==> config.mk <==
export PLATFORM = sky130hd
export DESIGN_NAME = pipelined_rca
export DESIGN_NICKNAME = d
export VERILOG_FILES = /design/src/rtl/pipelined_rca.sv
export SDC_FILE = /design/constraint.sdc
export NUM_CORES = 1
export LEC_CHECK = 0
export BUFFER_PORTS_ARGS = -buffer_cell sky130_fd_sc_hd__buf_4
export CORE_MARGIN = 1
export CORE_UTILIZATION = 43
export CTS_CLUSTER_SIZE = 16
export DETAILED_ROUTE_END_ITERATION = 8
export GPL_TIMING_DRIVEN = 1
export PLACE_DENSITY = 0.66
export SLEW_MARGIN = 10
export SYNTH_ARGS = -nofsm -noshare
export SYNTH_HDL_FRONTEND = slang
export SYNTH_SLANG_ARGS = --single-unit
export TNS_END_PERCENT = 30
==> constraint.sdc <==
create_clock -name clk -period 7.7 [get_ports clk]
set_clock_uncertainty 0.2 [all_clocks]
set_input_delay 0.77 -clock clk [delete_from_list [all_inputs] [get_ports clk]]
set_output_delay 0.77 -clock clk [all_outputs]
set_load 0.05 [all_outputs]
==> src/rtl/pipelined_rca.sv <==
// Pipelined ripple-carry adder/subtractor: the carry chain is cut into STAGES
// segments of SEG bits, one segment resolved per register stage, with a global stall.
module pipelined_rca #(
  parameter int BITS   = 32,
  parameter int STAGES = 4
) (
  input  logic            clk,
  input  logic            rst_n,
  input  logic            in_valid,
  output logic            in_ready,
  input  logic [BITS-1:0] a,
  input  logic [BITS-1:0] b,
  input  logic            cin,
  input  logic            sub,
  output logic            out_valid,
  input  logic            out_ready,
  output logic [BITS-1:0] sum,
  output logic            cout,
  output logic            ovf,
  output logic            zero
);
  localparam int SEG = BITS / STAGES;

  logic            w_advance;
  logic [BITS-1:0] w_b_eff;
  logic            w_cin_eff;
  logic [BITS-1:0] r_sum;
  logic            r_cout;
  logic            r_ovf;
  logic            r_zero;

  // Subtraction is a + ~b + 1, so the inversion and forced carry happen before stage 0.
  assign w_b_eff   = sub ? ~b : b;
  assign w_cin_eff = sub ? 1'b1 : cin;

  assign out_valid = g_stage[STAGES-1].r_valid;
  assign w_advance = !out_valid || out_ready;
  assign in_ready  = w_advance;

  assign sum  = r_sum;
  assign cout = r_cout;
  assign ovf  = r_ovf;
  assign zero = r_zero;

  genvar gi;
  generate
    for (gi = 0; gi < STAGES; gi++) begin : g_stage
      localparam int LO  = gi * SEG;
      localparam int REM = BITS - LO;

      logic [REM-1:0]    w_a_in;
      logic [REM-1:0]    w_b_in;
      logic              w_c_in;
      logic              w_valid_in;
      logic [SEG:0]      w_seg;
      logic [LO+SEG-1:0] w_s_out;
      logic              r_valid;

      if (gi == 0) begin : g_head
        assign w_a_in     = a;
        assign w_b_in     = w_b_eff;
        assign w_c_in     = w_cin_eff;
        assign w_valid_in = in_valid;
        assign w_s_out    = w_seg[SEG-1:0];
      end else begin : g_tail
        assign w_a_in     = g_stage[gi-1].g_mid.r_a_rem;
        assign w_b_in     = g_stage[gi-1].g_mid.r_b_rem;
        assign w_c_in     = g_stage[gi-1].g_mid.r_c;
        assign w_valid_in = g_stage[gi-1].r_valid;
        assign w_s_out    = {w_seg[SEG-1:0], g_stage[gi-1].g_mid.r_s};
      end

      // Only the lowest unconsumed segment is added here; higher bits ride along.
      assign w_seg = {1'b0, w_a_in[SEG-1:0]} + {1'b0, w_b_in[SEG-1:0]} + {{SEG{1'b0}}, w_c_in};

      always_ff @(posedge clk or negedge rst_n) begin
        if (!rst_n) begin
          r_valid <= 1'b0;
        end else if (w_advance) begin
          r_valid <= w_valid_in;
        end
      end

      if (gi < STAGES - 1) begin : g_mid
        logic [REM-SEG-1:0] r_a_rem;
        logic [REM-SEG-1:0] r_b_rem;
        logic [LO+SEG-1:0]  r_s;
        logic               r_c;

        always_ff @(posedge clk) begin
          if (w_advance) begin
            r_a_rem <= w_a_in[REM-1:SEG];
            r_b_rem <= w_b_in[REM-1:SEG];
            r_s     <= w_s_out;
            r_c     <= w_seg[SEG];
          end
        end
      end else begin : g_last
        always_ff @(posedge clk or negedge rst_n) begin
          if (!rst_n) begin
            r_sum  <= '0;
            r_cout <= 1'b0;
            r_ovf  <= 1'b0;
            r_zero <= 1'b0;
          end else if (w_advance) begin
            r_sum  <= w_s_out;
            r_cout <= w_seg[SEG];
            r_ovf  <= (w_a_in[REM-1] == w_b_in[REM-1]) && (w_s_out[BITS-1] != w_a_in[REM-1]);
            r_zero <= (w_s_out == '0);
          end
        end
      end
    end
  endgenerate

endmodule

==> flow_summary.json, run 1 <==
{
  "multiInputGateArea_um2": 1920,
  "diodes": 0,
  "crit_required_ps": 6730,
  "cp-start-kind": "primary input",
  "via_count": 3927,
  "yosysUniqueCellTypes": 34,
  "grt_pass1_vias": 3737,
  "rsz0062_at_grt": "no",
  "n_fill_cell": 1409,
  "clk-insertion-delay-late_ps": 420,
  "drv_cap": 0,
  "areaGrowthSynthToFinish_pct": 22.0,
  "synth-seq-cells": 186,
  "postRouteAntennaNets": 0,
  "synth_xor_area_frac": 0.0660,
  "postCtsSetupRepairBufs": 0,
  "core_area_um2": 16700,
  "syn_nets": 608,
  "tns_ps": 0,
  "synth_cells": 502,
  "root_buffer": "clkbuf_16",
  "peakVddDrop_v": 0.000265,
  "clkSinkCount": 186,
  "synth_area_per_cell_um2": 14.8,
  "ys.warnings.count": 0,
  "tritoncts": "yes",
  "fmax_ghz": 0.292,
  "ctsLongestPathBuffers": 2,
  "clk_pin_slew_ps": 70,
  "dieArea_um2": 17800,
  "routed_wirelength_um": 11300,
  "path_class": "primary input to output port",
  "nets": 722,
  "hpwl_um": 7880,
  "die_y_um": 133,
  "drt_iter0_drc": 256,
  "finalMaxSlewViolations": 0,
  "arrival_ps": 2450,
  "synth_compound_area_frac": 0.0395,
  "rows": 47,
  "drt-wirelength-per-cell_um": 13.3,
  "io_pins": 107,
  "grt_start_max_net_pins": 97,
  "port_buffers": 106,
  "h-tree-depth": 4,
  "via_per_inst": 4.63,
  "status": "completed",
  "cts_buffers": 17,
  "synth_area_um2": 7410,
  "final-instance-count-excl-fill": 849,
  "yosysSeqAreaShare": 0.727,
  "synth-simple-area-share": 0.0840,
  "reg2reg_setup_slack_ps": 4760,
  "max-slew-margin-rel": 0.258,
  "cts.repair.resized": 0,
  "antenna_found_initial": 0,
  "drtPass1Iterations": 6,
  "cts.hold.buffers_added": 0,
  "finalCritPeriodShare": 0.444,
  "place_inst": 817,
  "r2r-end": "sum[26]",
  "finalSetupViolations": 0,
  "crit_path_end_kind": "output port",
  "r2r_start": "out_valid",
  "total_leakage_power_nw": 3.78,
  "grt_pass1_wl_um": 18300,
  "final.min_clock_period_ps": 3420,
  "synth_top_family_by_area": "simple AND/OR/NAND/NOR gates",
  "hold_path_class": "primary input to async pin",
  "worst-r2r-cell-count": 5,
  "die_x_um": 133,
  "power_density_nw_per_um2": 425,
  "critPathMaxFanout": 90,
  "post-route-drc-count": 0,
  "register_area_um2": 5390,
  "drive_gt1_frac": 0.234,
  "grt_overflow": 0,
  "grt_usage": 0.135,
  "gp_congestion": 0.761,
  "tightest_slew_ps": 1110,
  "synthAdderAreaFrac": 0.0688,
  "muxShareOfSynthArea": 0,
  "initial_core_util": 0.444,
  "finalHoldViolations": 0
}
[state kept, by name, indices dropped and copies added, names as in the netlist]
name and cells:
g_stage.r_valid 3, ovf 1, g_stage.g_mid.r_c 3, out_valid 1
g_stage.g_mid.r_a_rem 48, g_stage.g_mid.r_s 48, zero 1, cout 1
sum 32, g_stage.g_mid.r_b_rem 48
[routing by layer]
layer | part of all wire | global-route usage
met1 | 0.50 | 0.188
met2 | 0.44 | 0.196
met3 | 0.046 | 0.0339
met4 | 0.022 | 0.0682
met5 | 0 | 0
[where the power goes]
group          total, W  switching, W  internal (W)
logic           0.00127      0.000831      0.000436
registers       0.00174      0.000166       0.00157
clock network  0.000841      0.000383      0.000458
[placed cells by master, fill, tap and decap left out, types with 2 or more instances in the layout]
cell type	instances
nor3_1	6
edfxtp_1	147
nor2_1	17
inv_1	15
nand2_1	108
nand4_1	2
buf_4	107
fa_1	8
a21oi_1	17
ha_1	28
or3_1	2
clkinvlp_4	3
inv_6	5
xor2_1	38
nor2b_1	5
a21o_1	2
xnor2_1	16
a21boi_0	2
clkinv_4	4
clkbuf_16	17
dfrtp_1	39
o21ai_0	14
inv_8	2
o21bai_1	4
nor4_1	6
[layout make-up]
type / instances / share of cell area
clock buffers: 17 / 0.0470
clock inverters: 15 / 0.0178
inverters: 16 / 0.00719
multi-input cells: 288 / 0.213
flip-flops and latches: 186 / 0.596
well taps: 220 / 0.0304
repair buffers: 107 / 0.0888
[critical path, stage by stage]
cell	delay (ps)
buf_4	120
nor2b_4	710
inv_6	460
buf_4	350
[cell usage after synthesis (all sizes together)]
| cell type | n | share of area |
|---|---|---|
| xnor2 | 16 | 0.019 |
| a2111oi | 1 | 0.0020 |
| or2 | 1 | 0.00084 |
| o21ai | 15 | 0.010 |
| a32o | 1 | 0.0014 |
| a211oi | 2 | 0.0027 |
| nand2 | 108 | 0.055 |
| xor2 | 39 | 0.047 |
| a21o | 2 | 0.0020 |
| a21boi | 2 | 0.0020 |
| edfxtp | 147 | 0.60 |
| buf | 4 | 0.0025 |
| nor2b | 6 | 0.0051 |
| o31ai | 1 | 0.0010 |
| nand2b | 1 | 0.00084 |
| nor4 | 6 | 0.0051 |
| or3 | 3 | 0.0032 |
| nor2 | 17 | 0.0086 |
| o21bai | 5 | 0.0056 |
| nand4 | 2 | 0.0017 |
| nor3 | 6 | 0.0041 |
| o41ai | 1 | 0.0012 |
| ha | 28 | 0.047 |
| fa | 8 | 0.022 |
| a21oi | 17 | 0.011 |
| clkbuf | 8 | 0.0041 |
| inv | 16 | 0.0081 |
| dfrtp | 39 | 0.13 |
[metrics by stage]
stage	total power, W	hold WS, ps	setup slack (ps)	utilization	cell area [um2]
2_1_floorplan	0.00268	200	1260	-	7410
3_3_place_gp	0.00301	203	4200	0.506	8460
3_5_place_dp	0.00304	205	4130	0.506	8460
4_1_cts	0.00389	111	4280	0.542	9040
5_1_grt	0.00407	135	4120	0.542	9040
6_report	0.00385	106	4280	0.542	9040
[worst max-delay path by stage]
stage / startpoint / slack [ps] / depth (start not counted) / to
global route: out_ready / 4120 / 4 / in_ready
floorplan: out_ready / 1260 / 3 / in_ready
detailed placement: sub / 4130 / 9 / g_stage[0].g_mid.r_c
CTS: out_ready / 4280 / 4 / in_ready
finish: out_ready / 4280 / 4 / in_ready
global placement: sub / 4200 / 9 / g_stage[0].g_mid.r_c
[cell families (layout without fill, tap and decap cells)]
family          after synthesis  in the layout
buf+inv                      28            155
compound gates               47             47
fa+ha+maj                    36             36
xor+xnor                     55             55
simple gates                150            150
flops                       186            186
Note: power is estimated with default switching activity, not from simulation.
==> run 2, diff against run 1 <==
clock period = 3.6 ns   (was 7.7 ns; I/O delays follow)
==> flow_summary.json, run 2 (same netlist as run 1, synthesis figures left out) <==
{
  "status": "completed",
  "drive_gt1_frac": 0.228,
  "dieArea_um2": 17800,
  "tns_ps": 0,
  "h-tree-depth": 4,
  "drt-wirelength-per-cell_um": 13.6,
  "critPathMaxFanout": 2,
  "fin_util": 0.558,
  "rsz0062_at_grt": "no",
  "post_dp_cell_area_um2": 8500,
  "total_leakage_power_nw": 3.90,
  "root_buffer": "clkbuf_16",
  "max-slew-margin-rel": 0.476,
  "crit_required_ps": 3710,
  "grt_overflow": 0,
  "tritoncts": "yes",
  "antenna_found_initial": 0,
  "areaGrowthSynthToFinish_pct": 25.8,
  "finalCritPeriodShare": 0.778,
  "clk-insertion-delay-late_ps": 420,
  "drtPass1Iterations": 5,
  "hold_path_class": "primary input to register",
  "grt_pass1_wl_um": 19700,
  "cp-start-kind": "register",
  "power_density_nw_per_um2": 882,
  "postRouteAntennaNets": 0,
  "clkSinkCount": 186,
  "core_area_um2": 16700,
  "nets": 752,
  "cts_buffers": 17,
  "via_per_inst": 4.62,
  "n_fill_cell": 1379,
  "finalHoldViolations": 0,
  "drv_cap": 0,
  "io_pins": 107,
  "grt_pass1_vias": 4017,
  "fin_area_um2": 9330,
  "diodes": 0,
  "port_buffers": 106,
  "path_class": "register to register",
  "layout_commonest_cell": "edfxtp_1",
  "final.min_clock_period_ps": 2800,
  "routed_wirelength_um": 12000,
  "hpwl_um": 8490,
  "holdWs_ps": 28.3,
  "peakVddDrop_v": 0.000635,
  "clk_pin_slew_ps": 70,
  "initial_core_util": 0.444,
  "gp_congestion": 0.774,
  "crit_path_end_kind": "register",
  "rows": 47,
  "ctsLongestPathBuffers": 2,
  "via_count": 4064,
  "grt_start_max_net_pins": 98,
  "die_x_um": 133,
  "total_power_w": 0.00823,
  "layout_common_cells": "edfxtp_1, buf_4, nand2_1",
  "fmax_ghz": 0.357,
  "arrival_ps": 2910,
  "tightest_slew_ps": 786,
  "die_y_um": 133,
  "drt_iter0_drc": 243,
  "grt_usage": 0.145,
  "finalMaxSlewViolations": 0,
  "cts.repair.resized": 0,
  "reg.largest.list": "g_stage.g_mid.r_a_rem: 48 flops, g_stage.g_mid.r_b_rem: 48 flops, g_stage.g_mid.r_s: 48 flops",
  "finalSetupViolations": 0,
  "post-route-drc-count": 0
}
[run 2: timing repair]
item                                   in CTS  in global routing
buffers inserted                            0                  0
endpoints found under the hold margin      64                  0
hold buffers                               26                  0
[run 2: routing by layer]
layer / global-route usage / share of wire / vias to the layer above
li1: - / - / 2049
met1: 0.205 / 0.49 / 1898
met2: 0.214 / 0.45 / 104
met3: 0.0304 / 0.047 / 13
met4: 0.0701 / 0.014 / 0
met5: 0 / 0 / -
[run 2: worst paths after layout]
kind	from	end	slack [ps]	cells after the start
setup / recovery	g_stage[2].g_mid.r_a_rem[0]	zero	800	8
hold / removal	b[12]	g_stage[0].g_mid.r_b_rem[4]	30	2
setup reg to reg	g_stage[2].g_mid.r_a_rem[0]	zero	800	8
hold reg to reg	g_stage[0].g_mid.r_b_rem[15]	g_stage[1].g_mid.r_b_rem[7]	220	0
max in group asynchronous	rst_n	sum[26]	2610	2
min in group asynchronous	rst_n	sum[10]	250	2
[run 2: report_power, final]
| part | internal (W) | switching (W) |
|---|---|---|
| combinational | 0.000969 | 0.00178 |
| sequential | 0.00336 | 0.000363 |
| clock | 0.000968 | 0.000788 |
[run 2: final cells by class]
| type | instances | area [um2] | area share |
|---|---|---|---|
| Clock buffer | 18 | 429 | 0.0460 |
| Clock inverter | 14 | 138 | 0.0148 |
| Inverter | 16 | 65.1 | 0.00698 |
| Multi-Input combinational cell | 288 | 1920 | 0.206 |
| Sequential cell | 186 | 5390 | 0.578 |
| Tap cell | 220 | 275 | 0.0295 |
| Timing Repair Buffer | 137 | 1110 | 0.119 |
[run 2: metrics by stage]
step / instances / setup WS, ps
floorplan: 502 / 652
global placement: 821 / 642
detailed placement: 821 / 564
CTS: 879 / 800
global route: 879 / 652
finish: 879 / 800
[run 2: worst max-delay path, stage by stage (launching register included)]
cell and delay, ps:
edfxtp_1 400, fa_1 490, fa_1 430, a211oi_1 320, o21bai_1 120, a21oi_1 240
xnor2_1 170, nor2_1 70, a32o_1 250
